==> src/rtl/bus_port_pkg.sv <==
// bus_port_pkg: shared constants, types and helpers for the bus device port.
//   ADDR_W       destination address width (packet MSBs)
//   BCAST_ADDR   default broadcast destination
//   sat_cnt_t    16-bit saturating event counter
//   dest_of()    extracts the destination field of a packet of width w
//   sat_inc()    increments a counter, holding at all-ones
package bus_port_pkg;

    localparam int unsigned ADDR_W    = 8;
    localparam int unsigned CNT_W     = 16;
    localparam int unsigned MAX_PKT_W = 256;
    localparam int unsigned IDX_W     = 8;

    localparam logic [ADDR_W-1:0] BCAST_ADDR = 8'hFF;

    typedef logic [CNT_W-1:0] sat_cnt_t;

    // Packet is zero-extended to MAX_PKT_W by the caller; w is its real width.
    function automatic logic [ADDR_W-1:0] dest_of(input logic [MAX_PKT_W-1:0] pkt,
                                                  input int unsigned w);
        return pkt[IDX_W'(w - ADDR_W) +: ADDR_W];
    endfunction

    function automatic sat_cnt_t sat_inc(input sat_cnt_t cnt);
        return (cnt == '1) ? cnt : cnt + CNT_W'(1);
    endfunction

endpackage

==> src/rtl/bus_port_fifo.sv <==
// bus_port_fifo: first-word fall-through circular FIFO.
//   clk, reset (sync, active-low)
//   wr/din   : write request and data; accepted when not full, or when a
//              same-cycle read frees the head slot
//   rd       : read request; ignored while empty
//   dout     : head entry, forced to 0 while empty
//   full/empty decoded from the registered occupancy count
module bus_port_fifo #(
    parameter int unsigned W     = 16,
    parameter int unsigned depth = 12
) (
    input  logic         clk,
    input  logic         reset,
    input  logic         wr,
    input  logic [W-1:0] din,
    input  logic         rd,
    output logic [W-1:0] dout,
    output logic         full,
    output logic         empty
);

    localparam int unsigned PTR_W = (depth > 1) ? $clog2(depth) : 1;
    localparam int unsigned OCC_W = $clog2(depth + 1);

    logic [W-1:0]     mem [depth];
    logic [PTR_W-1:0] wr_ptr;
    logic [PTR_W-1:0] rd_ptr;
    logic [OCC_W-1:0] count;
    logic             wr_ok;
    logic             rd_ok;

    function automatic logic [PTR_W-1:0] ptr_next(input logic [PTR_W-1:0] p);
        return (p == PTR_W'(depth - 1)) ? '0 : p + PTR_W'(1);
    endfunction

    assign full  = (count == OCC_W'(depth));
    assign empty = (count == '0);
    assign rd_ok = rd & ~empty;
    // When full, a same-cycle read makes room (full implies non-empty).
    assign wr_ok = wr & (~full | rd);
    assign dout  = empty ? '0 : mem[rd_ptr];

    // Pointers and occupancy
    always_ff @(posedge clk) begin
        if (!reset) begin
            wr_ptr <= '0;
            rd_ptr <= '0;
            count  <= '0;
        end else begin
            if (wr_ok) wr_ptr <= ptr_next(wr_ptr);
            if (rd_ok) rd_ptr <= ptr_next(rd_ptr);
            case ({wr_ok, rd_ok})
                2'b10:   count <= count + OCC_W'(1);
                2'b01:   count <= count - OCC_W'(1);
                default: count <= count;
            endcase
        end
    end

    // Storage is not reset; stale entries are hidden by the empty forcing.
    always_ff @(posedge clk) begin
        if (reset && wr_ok) mem[wr_ptr] <= din;
    end

endmodule

==> src/rtl/bus_device_port.sv <==
// bus_device_port: device-side endpoint of the bus arbiter FIFO protocol.
//   TX: tx_wr/tx_data -> FIFO -> pndng/D_pop/pop (arbiter side);
//       tx_full status, tx_ovf one-cycle pulse on a dropped write.
//   RX: push/D_push (arbiter side) -> address filter -> FIFO ->
//       rx_valid/rx_data/rx_rd; rx_drop_cnt counts accepted packets lost to a
//       full RX FIFO, rx_miss_cnt counts filtered-out packets.
//   clk, reset (sync, active-low).
// Build option: BUS_PORT_ADDR_CHECK_EN enables the destination filter;
// without it every push is accepted and rx_miss_cnt stays 0.
module bus_device_port
    import bus_port_pkg::*;
#(
    parameter int unsigned      tama_de_paquete = 16,
    parameter int unsigned      tam_fifo        = 12,
    parameter logic [ADDR_W-1:0] ID             = 8'h00,
    parameter logic [ADDR_W-1:0] broadcast      = BCAST_ADDR
) (
    input  logic                       clk,
    input  logic                       reset,
    output logic                       pndng,
    output logic [tama_de_paquete-1:0] D_pop,
    input  logic                       pop,
    input  logic                       push,
    input  logic [tama_de_paquete-1:0] D_push,
    input  logic                       tx_wr,
    input  logic [tama_de_paquete-1:0] tx_data,
    output logic                       tx_full,
    output logic                       tx_ovf,
    input  logic                       rx_rd,
    output logic [tama_de_paquete-1:0] rx_data,
    output logic                       rx_valid,
    output logic [CNT_W-1:0]           rx_drop_cnt,
    output logic [CNT_W-1:0]           rx_miss_cnt
);

`ifdef BUS_PORT_ADDR_CHECK_EN
    localparam bit FILTER_EN = 1'b1;
`else
    localparam bit FILTER_EN = 1'b0;
`endif

    logic              tx_empty;
    logic              rx_empty;
    logic              rx_full;
    logic [ADDR_W-1:0] dest_c;
    logic              addr_hit_c;
    logic              rx_accept_c;
    logic              rx_miss_c;
    logic              rx_drop_c;
    logic              tx_drop_c;

    // Destination filter; when disabled every push counts as a hit.
    assign dest_c      = dest_of(MAX_PKT_W'(D_push), tama_de_paquete);
    assign addr_hit_c  = (dest_c == ID) || (dest_c == broadcast);
    assign rx_accept_c = push & (addr_hit_c | ~FILTER_EN);
    assign rx_miss_c   = push & ~addr_hit_c & FILTER_EN;
    assign rx_drop_c   = rx_accept_c & rx_full & ~rx_rd;
    assign tx_drop_c   = tx_wr & tx_full & ~pop;

    bus_port_fifo #(.W(tama_de_paquete), .depth(tam_fifo)) u_tx_fifo (
        .clk   (clk),
        .reset (reset),
        .wr    (tx_wr),
        .din   (tx_data),
        .rd    (pop),
        .dout  (D_pop),
        .full  (tx_full),
        .empty (tx_empty)
    );

    bus_port_fifo #(.W(tama_de_paquete), .depth(tam_fifo)) u_rx_fifo (
        .clk   (clk),
        .reset (reset),
        .wr    (rx_accept_c),
        .din   (D_push),
        .rd    (rx_rd),
        .dout  (rx_data),
        .full  (rx_full),
        .empty (rx_empty)
    );

    assign pndng    = ~tx_empty;
    assign rx_valid = ~rx_empty;

    // Overflow pulse and saturating event counters
    always_ff @(posedge clk) begin
        if (!reset) begin
            tx_ovf      <= 1'b0;
            rx_drop_cnt <= '0;
            rx_miss_cnt <= '0;
        end else begin
            tx_ovf <= tx_drop_c;
            if (rx_drop_c) rx_drop_cnt <= sat_inc(rx_drop_cnt);
            if (rx_miss_c) rx_miss_cnt <= sat_inc(rx_miss_cnt);
        end
    end

endmodule

==> config.mk <==
export PLATFORM = sky130hd
export DESIGN_NAME = bus_device_port
export DESIGN_NICKNAME = d
export VERILOG_FILES = /design/src/rtl/bus_port_pkg.sv /design/src/rtl/bus_port_fifo.sv /design/src/rtl/bus_device_port.sv
export SDC_FILE = /design/constraint.sdc
export NUM_CORES = 1
export LEC_CHECK = 0
export CAP_MARGIN = 20
export CORE_ASPECT_RATIO = 0.75
export CORE_MARGIN = 5
export CORE_UTILIZATION = 45
export CTS_CLUSTER_SIZE = 20
export DETAILED_ROUTE_END_ITERATION = 12
export SETUP_SLACK_MARGIN = 0.3
export SKIP_LAST_GASP = 1
export SYNTH_ARGS = -nofsm -noshare
export SYNTH_HDL_FRONTEND = slang
export SYNTH_SLANG_ARGS = --single-unit
==> constraint.sdc <==
create_clock -name clk -period 3.89 [get_ports clk]
set_clock_uncertainty 0.2 [all_clocks]
set_input_delay 0.778 -clock clk [delete_from_list [all_inputs] [get_ports clk]]
set_output_delay 0.778 -clock clk [all_outputs]
set_load 0.02 [all_outputs]
[Word level (Yosys, flattened, before mapping)]
Memories as Yosys holds them, arrays and structs flattened. A register that Yosys moved wholly into a read port is not among the register bits.
Cells that the tools add are included.
Word-level totals
  flip-flop bits (word level): 41
  memories: 2
  bits in writable memories: 384
  input port bits: 38
  logic and storage cells: 70
Memories
  u_rx_fifo.mem: words 12, width 16, rd ports 1, clocked after Yosys merged registers in 1, wr ports 1, RTL line bus_port_fifo.sv:25  | logic [W-1:0] mem [depth];
  u_tx_fifo.mem: words 12, width 16, rd ports 1, clocked after Yosys merged registers in 1, wr ports 1, RTL line bus_port_fifo.sv:25
Operators by class
  reductions and logical operators: 7
  add/subtract/negate cells: 9
  mux-type cells: 16
  bitwise logic cells: 17
  equality and inequality tests: 11
Operator list (number)
  $mux W16: 2
  $mux W4: 8
  $add A4 B1 Y4 const B: 6
  $eq A4 B4 Y1 const B: 6
  $add A16 B1 Y16 const B: 1
  $eq A16 B16 Y1 const B: 1
  $pmux W4 S2: 2
  $and A1 B1 Y1: 8
  $logic_not A4 Y1: 2
  $sub A4 B1 Y4 const B: 2
  $not A1 Y1: 7
  $eq A2 B1 Y1 const B: 2
  $eq A2 B2 Y1 const B: 2
  $mux W1: 4
  $reduce_bool A2 Y1: 2
  $logic_and A1 B1 Y1: 2
  $or A1 B1 Y1: 2
  $reduce_and A2 Y1: 1

[Longest topological paths before layout]
  word-level depth: 7
  mapped depth: 12

[Hierarchy]
Synthesis repeated with hierarchy kept, for this count alone.
Unflattened totals
  cells, all modules: 949
  area, all modules: 17397.9 um^2
Modules (own cells, without submodules)
  bus_port_fifo: area an instance 8184.1 um^2, times used 2, cells an instance 413, sequential area each 6085.8 um^2
  bus_device_port: area an instance 1029.7 um^2, times used 1, cells an instance 123, sequential area each 340.3 um^2

[Worst setup path before layout]
Ideal clock, no wire load.
  path type: input -> register
  start point: in rx_rd
  end point: mem u_rx_fifo.mem[1][0], enable pin
  stages: 4
  arrival: 3.040 ns
  path slack: 0.220 ns
  buffers on the path: 0
  data required time: 3.260 ns
  cell sequence: and2b_4 -> a31oi_4 -> nand2_1 -> nor4_1
Between the ends
  longest elaborated chain between the ends: 5
RTL lines
  start: declaration: RTL line bus_device_port.sv:29  | input logic rx_rd,
  $or A1 B1 Y1: RTL line bus_port_fifo.sv:40  | assign wr_ok = wr & (~full | rd);
  $and A1 B1 Y1: RTL line bus_port_fifo.sv:40
  $logic_and A1 B1 Y1: RTL line bus_port_fifo.sv:62  | if (reset && wr_ok) mem[wr_ptr] <= din;
  $mux W1: RTL line bus_port_fifo.sv:62
  $mux W1 (not written as such): RTL line bus_port_fifo.sv:62
  end: declaration: RTL line bus_port_fifo.sv:25
No other way between the ends.

==> metrics.txt <==
outcome completed; largest net degree at the start of global routing 49; WHS 0.308 ns; Clock Tree Root clkbuf_16; IO Count 106; Yosys reg bits ~430; via/cell ratio ~5.4; Fin Setup TNS 0 ns; final worst slack about 0.43 ns; fin crit period 3.46 ns; Detailed Place HPWL 21100 µm; synthesis-to-layout area growth 18.1%; Cell Area, Placed 19100 µm²; Placement Setup Slack 0.428 ns; Buf/Inv on CP 2; most common cell after layout, fill and taps aside edfxtp_1; Max Fclk 289 MHz; endpoint class of the critical path output pin; final setup fails 0; initial drt markers roughly 660; critical path type reg -> out; syn_area_per_cell 17.7 µm²; Mapped Area 17400 µm²; sequential fraction of the synthesis area 0.721; Max Buffers Root-to-Sink 3; CP Data Arrival Time 2.48 ns; met3 usage in global routing 0.0312; drt first pass iters 7; Initial Util 0.455; first-pass GRT wire length 54900 µm; nets@finish 1180; crit path max-delay cell type mux4_2; Largest stage delay, worst path 0.52 ns; Clock Sinks 433; CP Data Required Time 2.91 ns; H-tree depth 2; post-synthesis async set-or-reset flop share 0; CP cell instances buf_6 > mux4_2 > mux2i_2 > nor2_1 > a21oi_1 > nor2_1 > dlygate4sd2_1; Core Rows 62; Clock Pin Slew Worst Setup and Hold Paths 0.06 ns; Max Slew Vio Count 0; synth warn 0; die width around 240 µm; Pleak 0.00666 µW; CTS buffer count 43; cell mode on critical path nor2_1; RSZ-0062 raised after global routing yes; met1 GRT Util 0.251; maxcap violations 0; antenna violations before repair 0; delay-heaviest family, CP multiplexers; max_slew headroom 0.595; port bufs 89; most frequent cells in the layout edfxtp_1 (384), nor2_1 (100), mux4_2 (96), clkdlybuf4s50_1 (57), a21oi_1 (53); HP Class reg -> reg; grt met2 use 0.251; Hold Violations, Final 0; Tot GR Track Use 0.165; critical path fanouts, max 8; PwrDens about 570 nW/µm²; fin crit share 0.889; Final Power roughly 12000 µW; Routability Congestion 0.730; Core ar. 38200 µm²; number of global-route vias before repair 9089; FF+latch area around 13000 µm²; wire per inst ~21 µm; diodes inserted 0; die area ~43000 µm²; cell area after layout 20500 µm²; CP Launch Type register; Clock Latency Late Sink 0.55 ns; EDFF count, synth 384; layout cell share with drive strength beyond 1 0.205; post-route antenna net violation count 0; via count about 9000; Synth Flop Type edfxtp_1; Peak VDD IR approximately 0.30 mV; Routed Wire Length ~35000 µm; gr ovfl total 0; Syn Inst Count 980; Yosys cell types 52; final-layout fill cell count 3042; Vert. Die Dim 180 µm; Multi-input gate area 4540 µm²; Slew @ Worst Pin approximately 0.6 ns; DRC Markers 0; CTS tree built; GRT busiest layer met2
Yosys cell counts (all sizes together), types with 3 or more instances:
master | count | share of area
edfxtp | 384 | 0.66
nor2 | 102 | 0.022
mux4 | 96 | 0.12
a21oi | 55 | 0.016
dfxtp | 49 | 0.056
buf | 41 | 0.015
mux2i | 37 | 0.021
nand2 | 27 | 0.0058
clkbuf | 23 | 0.0050
inv | 22 | 0.0048
ha | 16 | 0.012
nor4 | 14 | 0.0068
xnor2 | 12 | 0.0061
and2 | 11 | 0.0040
nor3 | 11 | 0.0032
nand4 | 10 | 0.0045
o21ai | 10 | 0.0029
nand3 | 9 | 0.0026
a31oi | 7 | 0.0034
xor2 | 6 | 0.0030
a311oi | 4 | 0.0020
nor3b | 4 | 0.0017
nand2b | 3 | 0.0011
nor2b | 3 | 0.0011
or3 | 3 | 0.0014
tightest hold or removal path, stage by stage (launching register included):
cell	delay, ns
dfxtp_1	0.32
nand2_1	0.06
a21oi_1	0.07
what timing repair did:
item | in CTS | in global routing
resized for setup | 34 | 7
setup endpoints to repair | 32 | 14
hold buffers | 0 | 0
cloned | 1 | 1
setup buffers | 6 | 11
routing by layer:
layer  up-vias  wire (µm)
met5         -          0
met2       207      16400
li1       4112          -
met4         0        465
met1      4627      16600
met3        38       1880
area by class of cell:
cell class	count	share of cell area
clock inverters	22	0.00763
inverters	23	0.00421
flip-flops and latches	433	0.611
well taps	512	0.0312
clock buffers	51	0.0540
repair buffers	150	0.0703
multi-input cells	475	0.222
path summary, 6_finish.rpt:
kind                                                        from                               to  slack, ns  depth (start not counted)
worst min-delay path            u_tx_fifo.rd_ptr[1]$_SDFFE_PN0N_                         register       0.31                          2
worst max-delay path                                    register                       rx_data[7]       0.43                          7
worst min register to register  u_tx_fifo.rd_ptr[1]$_SDFFE_PN0N_                         register       0.31                          2
worst max register to register   u_tx_fifo.count[0]$_SDFFE_PN0P_  u_tx_fifo.count[2]$_SDFFE_PN0P_       1.01                         12
state kept, by name, indices dropped and copies added (netlist names), named ones only:
register / cells
u_rx_fifo.mem: 192
u_tx_fifo.mem: 192
rx_drop_cnt: 16
u_rx_fifo.count: 4
u_rx_fifo.rd_ptr: 4
u_rx_fifo.wr_ptr: 4
u_tx_fifo.count: 4
u_tx_fifo.rd_ptr: 4
u_tx_fifo.wr_ptr: 4
tx_ovf: 1
power by group:
group	internal, µW	switching, µW	leakage, µW
clock network	2100	1670	0.000609
registers	5160	145	0.00386
logic	1320	1370	0.00219
total	8570	3180	0.00666
per-stage QoR:
stage                     instances   util
after detailed placement       1574  0.499
final                          1666  0.537
after global routing           1666  0.537
after global placement         1574  0.499
after CTS                      1654  0.534
after floorplan                 995      -
cells by family (layout without fill, tap and decap cells):
family                     count (synthesis)  after routing  synth area share
muxes                                    133            133             0.146
buffers and inverters                     87            246            0.0250
xor gates and xnor gates                  18             18           0.00908
other                                      1             16          0.000216
adders and majority gates                 16             16            0.0115
AOI/OAI and AO/OA                         85             85            0.0284
DFF                                      433            433             0.721
and+or+nand+nor                          207            207            0.0594
Power figures use the tool's default switching activity.
